===== config.mk =====
export PLATFORM = sky130hd
export DESIGN_NAME = alu_unit_flat
export DESIGN_NICKNAME = d
export VERILOG_FILES = /design/src/rtl/alu_pkg.sv /design/src/rtl/alu_unit_if.sv /design/src/rtl/mul_seq.sv /design/src/rtl/alu_unit.sv /design/src/flat_wrapper.sv
export SDC_FILE = /design/constraint.sdc
export NUM_CORES = 1
export LEC_CHECK = 0
export ABC_CLOCK_PERIOD_IN_PS = 4950
export BUFFER_PORTS_ARGS = -buffer_cell sky130_fd_sc_hd__clkbuf_2
export CAP_MARGIN = 20
export CORE_UTILIZATION = 55
export CTS_BUF_LIST = sky130_fd_sc_hd__clkbuf_16
export CTS_CLUSTER_SIZE = 25
export DETAILED_ROUTE_END_ITERATION = 16
export PLACE_DENSITY = 0.86
export SETUP_SLACK_MARGIN = 0.4
export SYNTH_ARGS = -nofsm -noshare
export SYNTH_HDL_FRONTEND = slang
export SYNTH_HIERARCHICAL = 1
export SYNTH_SLANG_ARGS = --single-unit

===== constraint.sdc =====
create_clock -name clk1 -period 4.95 [get_ports clk1]
set_input_delay 1.2375 -clock clk1 [delete_from_list [all_inputs] [get_ports clk1]]
set_output_delay 1.2375 -clock clk1 [all_outputs]
set_load 0.005 [all_outputs]

===== src/rtl/alu_pkg.sv =====
// Shared definitions for the ALU stage: opcodes, flag bit positions and FSM states.
package alu_pkg;

    localparam logic [3:0] OP_ADD  = 4'h0;
    localparam logic [3:0] OP_ADC  = 4'h1;
    localparam logic [3:0] OP_SUB  = 4'h2;
    localparam logic [3:0] OP_SBB  = 4'h3;
    localparam logic [3:0] OP_AND  = 4'h4;
    localparam logic [3:0] OP_OR   = 4'h5;
    localparam logic [3:0] OP_XOR  = 4'h6;
    localparam logic [3:0] OP_NOT  = 4'h7;
    localparam logic [3:0] OP_INC  = 4'h8;
    localparam logic [3:0] OP_DEC  = 4'h9;
    localparam logic [3:0] OP_SHL  = 4'hA;
    localparam logic [3:0] OP_SHR  = 4'hB;
    localparam logic [3:0] OP_RLC  = 4'hC;
    localparam logic [3:0] OP_CMP  = 4'hD;
    localparam logic [3:0] OP_MUL  = 4'hE;
    localparam logic [3:0] OP_PASS = 4'hF;

    // Positions inside the {S, Z, P, CY} flag vector
    localparam int FLG_CY = 0;
    localparam int FLG_P  = 1;
    localparam int FLG_Z  = 2;
    localparam int FLG_S  = 3;

    typedef enum logic {
        ST_IDLE = 1'b0,
        ST_MUL  = 1'b1
    } alu_state_t;

endpackage


===== src/rtl/alu_unit_if.sv =====
// Operand/result bundle between the register array side and the ALU stage.
interface alu_unit_if #(
    parameter int WIDTH = 8
);
    logic [WIDTH-1:0] R0_in;
    logic [WIDTH-1:0] dataBus_in;
    logic             L_T;
    logic             start;
    logic [3:0]       op;
    logic [WIDTH-1:0] ALU_out;
    logic [WIDTH-1:0] ALU_hi;
    logic [3:0]       flags;
    logic             busy;
    logic             done;

    // master drives operands and commands, slave is the ALU itself
    modport master (
        output R0_in, dataBus_in, L_T, start, op,
        input  ALU_out, ALU_hi, flags, busy, done
    );

    modport slave (
        input  R0_in, dataBus_in, L_T, start, op,
        output ALU_out, ALU_hi, flags, busy, done
    );
endinterface


===== src/rtl/mul_seq.sv =====
// Iterative shift-add multiplier: one multiplier bit consumed per step.
// product is the accumulator value after the current step, so the caller
// can register it on the same edge that last is high.
module mul_seq #(
    parameter int WIDTH = 8,
    parameter int STEPS = WIDTH
) (
    input  logic               clk1,
    input  logic               load,
    input  logic               step,
    input  logic [WIDTH-1:0]   mcand,
    input  logic [WIDTH-1:0]   mplier,
    output logic [2*WIDTH-1:0] product,
    output logic               last
);
    localparam int CNT_W = $clog2(STEPS) + 1;

    logic [2*WIDTH-1:0] mcand_q;
    logic [WIDTH-1:0]   mplier_q;
    logic [2*WIDTH-1:0] acc_q;
    logic [CNT_W-1:0]   cnt_q;

    assign product = acc_q + (mplier_q[0] ? mcand_q : '0);
    assign last    = (cnt_q == CNT_W'(STEPS - 1));

    // Capture operands on load; each step accumulates and shifts both operands
    always_ff @(posedge clk1) begin
        if (load) begin
            mcand_q  <= {{WIDTH{1'b0}}, mcand};
            mplier_q <= mplier;
            acc_q    <= '0;
            cnt_q    <= '0;
        end else if (step) begin
            acc_q    <= product;
            mcand_q  <= {mcand_q[2*WIDTH-2:0], 1'b0};
            mplier_q <= {1'b0, mplier_q[WIDTH-1:1]};
            cnt_q    <= cnt_q + CNT_W'(1);
        end
    end
endmodule


===== src/rtl/alu_unit.sv =====
// ALU stage feeding the register array write port: single-cycle ops,
// iterative MUL, temp operand register T and processor flags.
module alu_unit
    import alu_pkg::*;
#(
    parameter int WIDTH     = 8,
    parameter int MUL_STEPS = WIDTH
) (
    input logic       clk1,
    input logic       rst,
    alu_unit_if.slave bus
);
    alu_state_t       state_q;
    logic [WIDTH-1:0] t_q;
    logic [WIDTH-1:0] alu_out_q;
    logic [WIDTH-1:0] alu_hi_q;
    logic [3:0]       flags_q;
    logic             busy_q;
    logic             done_q;

    logic [WIDTH-1:0]   sc_res;
    logic               sc_cy;
    logic               sc_wr;
    logic [WIDTH:0]     sum;
    logic               mul_load;
    logic               mul_step;
    logic [2*WIDTH-1:0] mul_prod;
    logic               mul_last;

    assign bus.ALU_out = alu_out_q;
    assign bus.ALU_hi  = alu_hi_q;
    assign bus.flags   = flags_q;
    assign bus.busy    = busy_q;
    assign bus.done    = done_q;

    function automatic logic [3:0] make_flags(input logic [WIDTH-1:0] r, input logic cy);
        logic [3:0] f;
        f         = '0;
        f[FLG_S]  = r[WIDTH-1];
        f[FLG_Z]  = (r == '0);
        f[FLG_P]  = ~^r;
        f[FLG_CY] = cy;
        return f;
    endfunction

    assign mul_load = (state_q == ST_IDLE) && bus.start && (bus.op == OP_MUL);
    assign mul_step = (state_q == ST_MUL);

    mul_seq #(
        .WIDTH (WIDTH),
        .STEPS (MUL_STEPS)
    ) u_mul (
        .clk1    (clk1),
        .load    (mul_load),
        .step    (mul_step),
        .mcand   (bus.R0_in),
        .mplier  (t_q),
        .product (mul_prod),
        .last    (mul_last)
    );

    // Single-cycle datapath: result, new carry and whether ALU_out is written
    always_comb begin
        logic cy_in;
        cy_in  = flags_q[FLG_CY];
        sum    = '0;
        sc_res = '0;
        sc_cy  = cy_in;
        sc_wr  = 1'b1;
        case (bus.op)
            OP_ADD: begin
                sum    = {1'b0, bus.R0_in} + {1'b0, t_q};
                sc_res = sum[WIDTH-1:0];
                sc_cy  = sum[WIDTH];
            end
            OP_ADC: begin
                sum    = {1'b0, bus.R0_in} + {1'b0, t_q} + {{WIDTH{1'b0}}, cy_in};
                sc_res = sum[WIDTH-1:0];
                sc_cy  = sum[WIDTH];
            end
            OP_SUB, OP_CMP: begin
                sum    = {1'b0, bus.R0_in} - {1'b0, t_q};
                sc_res = sum[WIDTH-1:0];
                sc_cy  = sum[WIDTH];
                sc_wr  = (bus.op != OP_CMP);
            end
            OP_SBB: begin
                sum    = {1'b0, bus.R0_in} - {1'b0, t_q} - {{WIDTH{1'b0}}, cy_in};
                sc_res = sum[WIDTH-1:0];
                sc_cy  = sum[WIDTH];
            end
            OP_AND: begin
                sc_res = bus.R0_in & t_q;
                sc_cy  = 1'b0;
            end
            OP_OR: begin
                sc_res = bus.R0_in | t_q;
                sc_cy  = 1'b0;
            end
            OP_XOR: begin
                sc_res = bus.R0_in ^ t_q;
                sc_cy  = 1'b0;
            end
            OP_NOT:  sc_res = ~bus.R0_in;
            OP_INC:  sc_res = bus.R0_in + WIDTH'(1);
            OP_DEC:  sc_res = bus.R0_in - WIDTH'(1);
            OP_SHL: begin
                sc_res = {bus.R0_in[WIDTH-2:0], 1'b0};
                sc_cy  = bus.R0_in[WIDTH-1];
            end
            OP_SHR: begin
                sc_res = {1'b0, bus.R0_in[WIDTH-1:1]};
                sc_cy  = bus.R0_in[0];
            end
            OP_RLC: begin
                sc_res = {bus.R0_in[WIDTH-2:0], cy_in};
                sc_cy  = bus.R0_in[WIDTH-1];
            end
            OP_PASS: sc_res = t_q;
            default: sc_wr  = 1'b0;
        endcase
    end

    // Control FSM with T register, result/flag registers and done/busy outputs
    always_ff @(posedge clk1) begin
        if (rst) begin
            state_q   <= ST_IDLE;
            t_q       <= '0;
            alu_out_q <= '0;
            alu_hi_q  <= '0;
            flags_q   <= '0;
            busy_q    <= 1'b0;
            done_q    <= 1'b0;
        end else begin
            done_q <= 1'b0;
            if (bus.L_T) begin
                t_q <= bus.dataBus_in;
            end
            case (state_q)
                ST_IDLE: begin
                    if (bus.start) begin
                        if (bus.op == OP_MUL) begin
                            state_q <= ST_MUL;
                            busy_q  <= 1'b1;
                        end else begin
                            if (sc_wr) begin
                                alu_out_q <= sc_res;
                            end
                            alu_hi_q <= '0;
                            flags_q  <= make_flags(sc_res, sc_cy);
                            done_q   <= 1'b1;
                        end
                    end
                end
                ST_MUL: begin
                    if (mul_last) begin
                        alu_out_q <= mul_prod[WIDTH-1:0];
                        alu_hi_q  <= mul_prod[2*WIDTH-1:WIDTH];
                        flags_q   <= make_flags(mul_prod[WIDTH-1:0], |mul_prod[2*WIDTH-1:WIDTH]);
                        busy_q    <= 1'b0;
                        done_q    <= 1'b1;
                        state_q   <= ST_IDLE;
                    end
                end
                default: state_q <= ST_IDLE;
            endcase
        end
    end
endmodule


===== src/flat_wrapper.sv =====
// flat-port wrapper written by rule: the top's interface ports become plain ports
module alu_unit_flat import alu_pkg::*;
#(
    parameter int WIDTH     = 8,
    parameter int MUL_STEPS = WIDTH
)
  (clk1, rst, bus_R0_in, bus_dataBus_in, bus_L_T, bus_start, bus_op, bus_ALU_out, bus_ALU_hi, bus_flags, bus_busy, bus_done);
  alu_unit_if #(.WIDTH(WIDTH)) bus_i ();
  input logic clk1;
  input logic rst;
  input wire logic [$bits(bus_i.R0_in)-1:0] bus_R0_in;
  input wire logic [$bits(bus_i.dataBus_in)-1:0] bus_dataBus_in;
  input wire logic [$bits(bus_i.L_T)-1:0] bus_L_T;
  input wire logic [$bits(bus_i.start)-1:0] bus_start;
  input wire logic [$bits(bus_i.op)-1:0] bus_op;
  output wire logic [$bits(bus_i.ALU_out)-1:0] bus_ALU_out;
  output wire logic [$bits(bus_i.ALU_hi)-1:0] bus_ALU_hi;
  output wire logic [$bits(bus_i.flags)-1:0] bus_flags;
  output wire logic [$bits(bus_i.busy)-1:0] bus_busy;
  output wire logic [$bits(bus_i.done)-1:0] bus_done;
  assign bus_i.R0_in = bus_R0_in;
  assign bus_i.dataBus_in = bus_dataBus_in;
  assign bus_i.L_T = bus_L_T;
  assign bus_i.start = bus_start;
  assign bus_i.op = bus_op;
  assign bus_ALU_out = bus_i.ALU_out;
  assign bus_ALU_hi = bus_i.ALU_hi;
  assign bus_flags = bus_i.flags;
  assign bus_busy = bus_i.busy;
  assign bus_done = bus_i.done;
  alu_unit #(.WIDTH(WIDTH), .MUL_STEPS(MUL_STEPS)) u_core (.clk1(clk1), .rst(rst), .bus(bus_i));
endmodule

==> flow_metrics.tcl <==
set metrics [dict create \
    syn_area_sq_um 6370 \
    drv_slew 0 \
    clock-skew-final_ps 7.15 \
    rsz0062_at_grt "no" \
    slowest_stage "fa_2" \
    core_area_sq_um 11100 \
    drt_iter0_markers 733 \
    antenna_found_initial 0 \
    cpPeakStageDelay_ps 390 \
    finalNonFillerCells 934 \
    yosysSeqAreaShare_pct 26.1 \
    crit_chain "clkbuf_2 -> inv_1 -> ha_1 -> fa_2 -> or2_4 -> a211o_1 -> a211oi_4 -> nor4_2 -> and2_1 -> mux2_4 -> a211oi_4 -> ha_1 -> xnor2_2 -> xnor2_1 -> o21ai_0 -> a211oi_1" \
    cts_hold_buffers 0 \
    drive_gt1_share_pct 16.2 \
    start_util_pct 57.5 \
    dpl.hpwl_um 12500 \
    cp_num_buf_inv 2 \
    synth_nets 837 \
    ys.flop_type "dfxtp_1" \
    area.growth.synth_to_final_pct 11.4 \
    synth_seq_cells 75 \
    setup_viol_count_final 0 \
    synth_top_family_by_area "compound AO/OA/AOI/OAI gates" \
    criticalPathCategory "input pin to flip-flop" \
    die-area_sq_um 12000 \
    fin_setup_tns_ps 0 \
    first_pass_iters 5 \
    clock_sinks 75 \
    cts_max_path_buffers 2 \
    hold_viol_final 0 \
    h-tree-depth 3 \
    portBuffers 45 \
    grt_use_total_pct 29.0 \
    grt_overflow_total 0 \
    layout.nets 875 \
    post-route-cell-area_sq_um 7100 \
    synth-adder-area-share_pct 12.6 \
    power_mw 2.63 \
    synthSimpleGateAreaFrac_pct 17.9 \
    cts_buffers 9 \
    fmax_mhz 227 \
    synth.area.mux_share_pct 8.25 \
    synth-edff-count 16 \
    mostFrequentLayoutCell "nor2_1" \
    cp_top_family "compound AO/OA/AOI/OAI gates" \
    avgViaCountPerCell 6.31 \
    path_clk_slew_ps 60 \
    hp-class "flip-flop to flip-flop" \
    fin_crit_sh_pct 89.2 \
    rows 38 \
    drv_cap 0 \
    peakVddDrop_uv 287 \
    synth_xor_xnor_area_share_pct 7.15 \
    cts_tree "done" \
    worstPathArrival_ps 4660 \
    grt_start_max_net_pins 47 \
    placedInstanceArea_sq_um 6720 \
    grt_pass1_wl_um 26700 \
    finalWirelength_um 16700 \
    diodes 0 \
    num_vias 5889 \
    cp-end-kind "flip-flop" \
    ant_nets 0 \
    syn-mean-instance-area_sq_um 8.48 \
    fillers 930 \
    insertion_delay_ps 340 \
    synth_cell_types 82 \
    outcome "finished clean" \
    first_global_vias 5365 \
    ios 46 \
    max-slew-margin-rel_pct 33.8 \
    ys_warn_count 6 \
    total_leakage_power_nw 2.97 \
    cts_root_buf "clkbuf_16" \
    gp_congestion 0.950 \
    power-per-cell-area_nw_per_um2 371 \
    dieHeight_um 110 \
    critPathRequiredTime_ps 5190 \
    routedWlPerCell_um 17.9 \
    route.detailed.drc 0 \
    synth-compound-area-share_pct 22.4 \
    tightest_slew_ps 992 \
    fin_crit_ps 4410 \
    place_inst 917 \
    layout_common_cells "75 x nor2_1, 58 x dfxtp_1, 55 x ha_1, 50 x nand2_1, 46 x inv_1" \
    synthCells 751 \
    async_reset_ff_share_pct 0 \
    critPathMaxFanout 6 \
    die_x_um 110 \
    start_kind "input pin" \
]
==> state kept, by name, summed over array words and instances, names as in the netlist <==
name	cells
u_core/bus.flags	4
u_core/u_mul/cnt_q	4
u_core/u_mul/acc_q	16
u_core/t_q	8
u_core/bus.ALU_out	8
u_core/bus.busy	1
u_core/bus.ALU_hi	8
u_core/bus.done	1
u_core/mul_step	1
u_core/u_mul/mplier_q	8
u_core/u_mul/mcand_q	16
==> worst paths after layout <==
path / cells after the start / to / slack [ps] / startpoint
worst max-delay path: 16 / u_core/bus.flags[1] / 540 / bus_R0_in[0]
worst min-delay path: 2 / u_core/bus.ALU_out[4] / 460 / u_core/bus.ALU_out[4]
worst max register to register: 15 / u_core/bus.flags[1] / 990 / u_core/t_q[1]
worst min register to register: 2 / u_core/bus.ALU_out[4] / 460 / u_core/bus.ALU_out[4]
==> metrics by stage <==
step | hold slack [ps] | util, % | worst slack (ps)
CTS | 460 | 63.4 | 491
global placement | 438 | 60.7 | 218
finish | 458 | 64.1 | 536
floorplan | 448 | - | 453
detailed placement | 450 | 60.7 | 137
global route | 476 | 64.1 | 401
==> synthesized netlist by cell type, types with 10 or more instances <==
cell / count / area (sq um)
nand3_1: 21 / 105
dfxtp_1: 59 / 1180
ha_1: 58 / 726
nor3_1: 17 / 85.1
nand2_1: 50 / 188
buf_2: 10 / 50.1
xor2_1: 18 / 158
a21oi_1: 36 / 180
mux2i_1: 33 / 330
nor2_1: 76 / 285
o21ai_0: 24 / 120
xnor2_1: 34 / 298
mux2_2: 16 / 180
edfxtp_1: 16 / 480
clkbuf_1: 13 / 48.8
inv_1: 46 / 173
and2_1: 24 / 150
==> layer usage <==
| layer | vias to the layer above | routed length [um] | GRT usage [%] |
|---|---|---|---|
| met5 | - | 0 | 0 |
| met4 | 0 | 618 | 12.1 |
| met3 | 49 | 1740 | 6.40 |
| met2 | 330 | 7010 | 43.9 |
| met1 | 2708 | 7330 | 39.6 |
| li1 | 2802 | - | - |
==> logic make-up (layout without fill, tap and decap cells) <==
family | count (synthesis) | in the layout
AOI/OAI and AO/OA | 193 | 193
DFF | 75 | 75
and+or+nand+nor | 236 | 236
muxes | 50 | 50
xor gates and xnor gates | 52 | 52
adders and majority gates | 62 | 62
buffers and inverters | 83 | 126
==> final cells by class <==
| class | count | area [sq um] | share of cell area [%] |
|---|---|---|---|
| clock inverter | 7 | 77.6 | 1.09 |
| sequential | 75 | 1660 | 23.4 |
| inverter | 46 | 173 | 2.43 |
| clock buffer | 9 | 225 | 3.17 |
| tap | 140 | 175 | 2.47 |
| multi-input combinational | 593 | 4420 | 62.2 |
| timing repair buffer | 64 | 368 | 5.18 |
==> report_power, final <==
group	internal, mW	switching (mW)	leakage, nW
clock network	0.394	0.260	0.151
logic	0.485	0.649	2.19
registers	0.749	0.0960	0.634
total	1.63	1.00	2.97
==> repair_timing <==
item	4_1_cts	5_1_grt
resized for setup	0	14
buffers inserted	0	1
endpoints found under the setup margin	0	2
==> worst register-to-register path, cell delays in order (launching register included) <==
cell	delay (ps)
dfxtp_1	600
inv_1	140
ha_1	350
o21bai_1	390
o211ai_1	230
a311oi_4	420
nand4b_1	230
xor2_1	160
o21ai_1	90
a21oi_2	170
and2_1	170
ha_1	260
xnor2_2	180
xnor2_1	130
o21ai_0	90
a211oi_1	260
Power figures use the tool's default switching activity.
